**src/rtl/move_repeater.sv**
```systemverilog
// Debounced, auto-repeating direction-button front end. It times each interval with an
// external millisecond delay timer and hands moves downstream over valid/ready.
module move_repeater #(
    parameter int unsigned DEBOUNCE_MS = 20,
    parameter int unsigned FIRST_MS    = 250,
    parameter int unsigned REPEAT_MS   = 100
) (
    input  logic       clk,
    input  logic       rst,
    input  logic [3:0] btn,
    input  logic       delay_free,
    output logic       delay_set,
    output logic [7:0] delay_ms,
    output logic       move_valid,
    output logic [1:0] move_dir,
    input  logic       move_ready
);

    typedef enum logic [1:0] {
        ST_IDLE      = 2'd0,
        ST_DEB_WAIT  = 2'd1,
        ST_EMIT      = 2'd2,
        ST_HOLD_WAIT = 2'd3
    } state_t;

    localparam logic [7:0] C_DEB_MS    = 8'(DEBOUNCE_MS);
    localparam logic [7:0] C_FIRST_MS  = 8'(FIRST_MS);
    localparam logic [7:0] C_REPEAT_MS = 8'(REPEAT_MS);

    logic [3:0] r_sync1;
    logic [3:0] r_sbtn;
    state_t     r_state;
    logic [1:0] r_dir;
    logic       r_first;
    logic       r_delay_set;
    logic [7:0] r_delay_ms;
    logic       r_move_valid;
    logic [1:0] r_move_dir;

    logic w_held;
    logic w_free_ok;
    logic w_accept;

    // Lowest set index wins: up > right > down > left.
    function automatic logic [1:0] lowest_set(input logic [3:0] v);
        if (v[0]) begin
            return 2'd0;
        end else if (v[1]) begin
            return 2'd1;
        end else if (v[2]) begin
            return 2'd2;
        end else begin
            return 2'd3;
        end
    endfunction

    // The timer has not yet dropped free in the cycle its load pulse is visible.
    assign w_held    = r_sbtn[r_dir];
    assign w_free_ok = delay_free & ~r_delay_set;
    assign w_accept  = r_move_valid & move_ready;

    // Two-flop synchroniser for the asynchronous buttons.
    always_ff @(posedge clk or posedge rst) begin
        if (rst) begin
            r_sync1 <= 4'b0000;
            r_sbtn  <= 4'b0000;
        end else begin
            r_sync1 <= btn;
            r_sbtn  <= r_sync1;
        end
    end

    // Main state machine with registered outputs.
    always_ff @(posedge clk or posedge rst) begin
        if (rst) begin
            r_state      <= ST_IDLE;
            r_dir        <= 2'd0;
            r_first      <= 1'b1;
            r_delay_set  <= 1'b0;
            r_delay_ms   <= 8'd0;
            r_move_valid <= 1'b0;
            r_move_dir   <= 2'd0;
        end else begin
            r_delay_set <= 1'b0;
            case (r_state)
                ST_IDLE: begin
                    if (r_sbtn != 4'b0000) begin
                        r_dir       <= lowest_set(r_sbtn);
                        r_delay_set <= 1'b1;
                        r_delay_ms  <= C_DEB_MS;
                        r_first     <= 1'b1;
                        r_state     <= ST_DEB_WAIT;
                    end else begin
                        r_state <= ST_IDLE;
                    end
                end
                ST_DEB_WAIT, ST_HOLD_WAIT: begin
                    if (!w_held) begin
                        r_state <= ST_IDLE;
                    end else if (w_free_ok) begin
                        r_move_valid <= 1'b1;
                        r_move_dir   <= r_dir;
                        r_state      <= ST_EMIT;
                    end else begin
                        r_state <= r_state;
                    end
                end
                ST_EMIT: begin
                    // Valid stays up until accepted, regardless of the button.
                    if (w_accept) begin
                        r_move_valid <= 1'b0;
                        r_delay_set  <= 1'b1;
                        r_delay_ms   <= r_first ? C_FIRST_MS : C_REPEAT_MS;
                        r_first      <= 1'b0;
                        r_state      <= ST_HOLD_WAIT;
                    end else begin
                        r_state <= ST_EMIT;
                    end
                end
                default: begin
                    r_move_valid <= 1'b0;
                    r_state      <= ST_IDLE;
                end
            endcase
        end
    end

    assign delay_set  = r_delay_set;
    assign delay_ms   = r_delay_ms;
    assign move_valid = r_move_valid;
    assign move_dir   = r_move_dir;

endmodule
```
**config.mk**
```make
export PLATFORM = sky130hd
export DESIGN_NAME = move_repeater
export DESIGN_NICKNAME = d
export VERILOG_FILES = /design/src/rtl/move_repeater.sv
export SDC_FILE = /design/constraint.sdc
export NUM_CORES = 1
export LEC_CHECK = 0
export BUFFER_PORTS_ARGS = -buffer_cell sky130_fd_sc_hd__buf_4
export CELL_PAD_IN_SITES_DETAIL_PLACEMENT = 1
export CELL_PAD_IN_SITES_GLOBAL_PLACEMENT = 1
export CORE_MARGIN = 2
export CORE_UTILIZATION = 30
export CTS_CLUSTER_SIZE = 24
export DETAILED_ROUTE_END_ITERATION = 7
export GPL_ROUTABILITY_DRIVEN = 0
export GPL_TIMING_DRIVEN = 0
export PLACE_DENSITY = 0.63
export SYNTH_ARGS = -nofsm -noshare
export SYNTH_HDL_FRONTEND = slang
export SYNTH_SLANG_ARGS = --single-unit
```
**constraint.sdc**
```tcl
create_clock -name clk -period 1.66 [get_ports clk]
set_clock_uncertainty 0.2 [all_clocks]
set_input_delay 0.166 -clock clk [delete_from_list [all_inputs] [get_ports clk]]
set_output_delay 0.166 -clock clk [all_outputs]
set_load 0.005 [all_outputs]
```
==> metrics.yaml <==
pwr:
  ir_drop_mv: 0.909
  leakage_nw: 0.527
  p_per_area_nw_per_um2: 1570
clocking:
  cts_buffer_depth: 2
  clk_pin_slew_ns: 0.12
  ctsRootBufferMaster: "clkbuf_4"
  clkLatencyLatePin_ns: 0.31
  clock-sinks: 21
  h-tree-depth: 1
  cts_tree: "done"
  cts_made_buffers: 3
timing:
  tightest_slew_ns: 0.775
  period_share_pct: 101
  timing.hold.ws_ns: 0.0207
  max_freq_mhz: 594
  slew_headroom_pct: 48.3
  rsz0062_at_grt: "yes"
  fin_crit_ns: 1.68
  fin_ws_ns: -0.0248
  hold_viol: 0
  setup_viol: 1
  drv_slew: 0
floorplan:
  die-area_sq_um: 3090
  num_io_pins: 20
  fp.dieW_um: 55.5
  die_h_um: 55.5
  start_util_pct: 31.9
  core_sq_um: 2500
  rows: 18
run_status:
  violations: "setup timing"
  status: "finished, violations left"
synth:
  synth_cells: 66
  ys_warn_count: 0
  ys_ff_latch: 21
  yosysSeqAreaShare_pct: 66.1
  synth_fp_nets: 74
  ys_types: 23
  syn_area_sq_um: 797
  synth.avg_cell_area_sq_um: 12.1
grt:
  grt_max_degree: 22
  grt_usage_pct: 11.1
  grt-ovfl-total: 0
  grt_pass1_wl_um: 2640
  grt_pass1_vias: 588
  antenna_found_initial: 0
place:
  port_buffers: 18
  post-place-ws_ns: -0.0801
  hpwl_um: 1140
final_layout:
  fillerInstances: 284
  ff_latch_area_sq_um: 528
  areaGrowthSynthToFinish_pct: 38.9
  diodes: 0
  drive_above_1_share_pct: 42.9
  multiInputGateArea_sq_um: 235
  layout.nets: 107
routing:
  vias: 578
  avgViaCountPerCell: 4.52
  drtIter0Drc: 5
  drt_pass1_iterations: 4
  postRouteAntennaNets: 0
  drc: 0
  detail_route.wl_per_cell_um: 12.5
  wirelength_um: 1610
critical_path:
  start_kind: "register"
  critPathMaxFanout: 4
  cp.required_ns: 1.67
  worstPathArrival_ns: 1.69
  criticalPathCategory: "register to register"
  worst_setup_path_end_kind: "register"
hold_path:
  hold_class: "input pin to register"
job:
  maxCapViolCount: 0
## final timing paths
path	start	to	slack (ns)	cells past startpoint
min in group asynchronous	rst	asynchronous set/reset pin	0.35	3
hold reg to reg	r_sync1[2]$_DFF_PP0_	r_sbtn[2]$_DFF_PP0_	0.16	0
setup / recovery	r_dir[1]$_DFFE_PP0P_	move_dir[1]$_DFFE_PP0P_	-0.02	4
hold / removal	move_ready	r_first$_DFFE_PP1P_	0.02	3
setup reg to reg	r_dir[1]$_DFFE_PP0P_	move_dir[1]$_DFFE_PP0P_	-0.02	4
max in group asynchronous	rst	r_state[0]$_DFFE_PP0P_	0.38	3
## layer usage
| layer | GRT usage, % | part of all wire [%] | up-vias |
|---|---|---|---|
| li1 | - | - | 280 |
| met1 | 13.5 | 43 | 281 |
| met2 | 18.4 | 51 | 15 |
| met3 | 4.22 | 5.0 | 2 |
| met4 | 3.14 | 0.75 | 0 |
| met5 | 0 | 0 | - |
## flip-flops by register name, indices dropped and copies added, names as in the netlist, named ones only
signal,count
delay_ms,4
r_sbtn,4
r_sync1,4
move_dir,2
r_dir,2
delay_set,1
move_valid,1
r_first,1
r_state,1
## what timing repair did
action,in CTS,in global routing
setup buffers,5,0
hold endpoints to repair,24,0
hold buffers,5,0
setup endpoints to repair,4,1
gates resized for setup,5,0
## synth_stat cells
master	instances	area share, %
o21a_1	1	0.94
dfstp_2	1	3.3
and3b_4	1	1.6
o21bai_1	1	0.94
buf_4	4	3.8
mux2i_1	1	1.3
nor4_1	1	0.79
a31oi_1	1	0.79
o21ai_0	7	4.4
mux2_4	1	1.9
a21o_2	1	1.1
o32a_1	1	1.3
conb_1	1	0.47
dfrtp_1	20	63
nor3_1	1	0.63
and4b_2	1	1.4
inv_1	7	3.3
a21oi_1	2	1.3
nor2_1	5	2.4
nor3b_2	1	1.6
a31o_2	1	1.1
nand2_1	5	2.4
nand2b_1	1	0.79
## cell usage in the layout (no fill, tap or decap), drive strengths merged, types with 2 or more instances in the layout
cell	count
nor2	5
buf	27
a21oi	2
nand2	5
inv	7
dlygate4sd3	5
o21ai	7
clkbuf	3
dfrtp	20
## critical path: stages (launching register included)
cell	delay [ns]
dfrtp_1	0.44
mux2i_2	0.34
nor3b_4	0.07
a31o_2	0.24
mux2_4	0.29
## power breakdown
part / switching, mW / leakage, nW / total, mW / internal [mW]
registers: 0.133 / 0.246 / 0.803 / 0.671
clock network: 0.158 / 0.0177 / 0.248 / 0.0900
logic: 0.266 / 0.264 / 0.684 / 0.419
## metrics by stage
stage,TNS (ns),std cells,power (mW),cell area [sq um],utilization [%]
4_1_cts,-0.00345,128,1.76,1110,44.3
5_1_grt,-0.0593,128,1.86,1110,44.3
2_1_floorplan,0,66,1.11,797,-
3_5_place_dp,-0.153,114,1.40,970,38.8
6_report,-0.0248,128,1.74,1110,44.3
3_3_place_gp,-0.00736,114,1.37,970,38.8
## final cells by class
class	count	area share, %
inverter	7	2.37
timing repair buffer	28	20.1
clock inverter	1	0.452
buffer	4	2.71
tap	30	3.39
multi-input combinational	34	21.2
clock buffer	3	2.03
sequential	21	47.7
## cells by family (layout without fill, tap and decap cells)
group,count (synthesis),count (layout),synth area share [%]
muxes,2,2,3.14
DFF,21,21,66.1
and+or+nand+nor,16,16,11.5
AOI/OAI and AO/OA,15,15,11.8
other,1,1,0.471
buffers and inverters,11,43,7.07
Power figures use the tool's default switching activity.
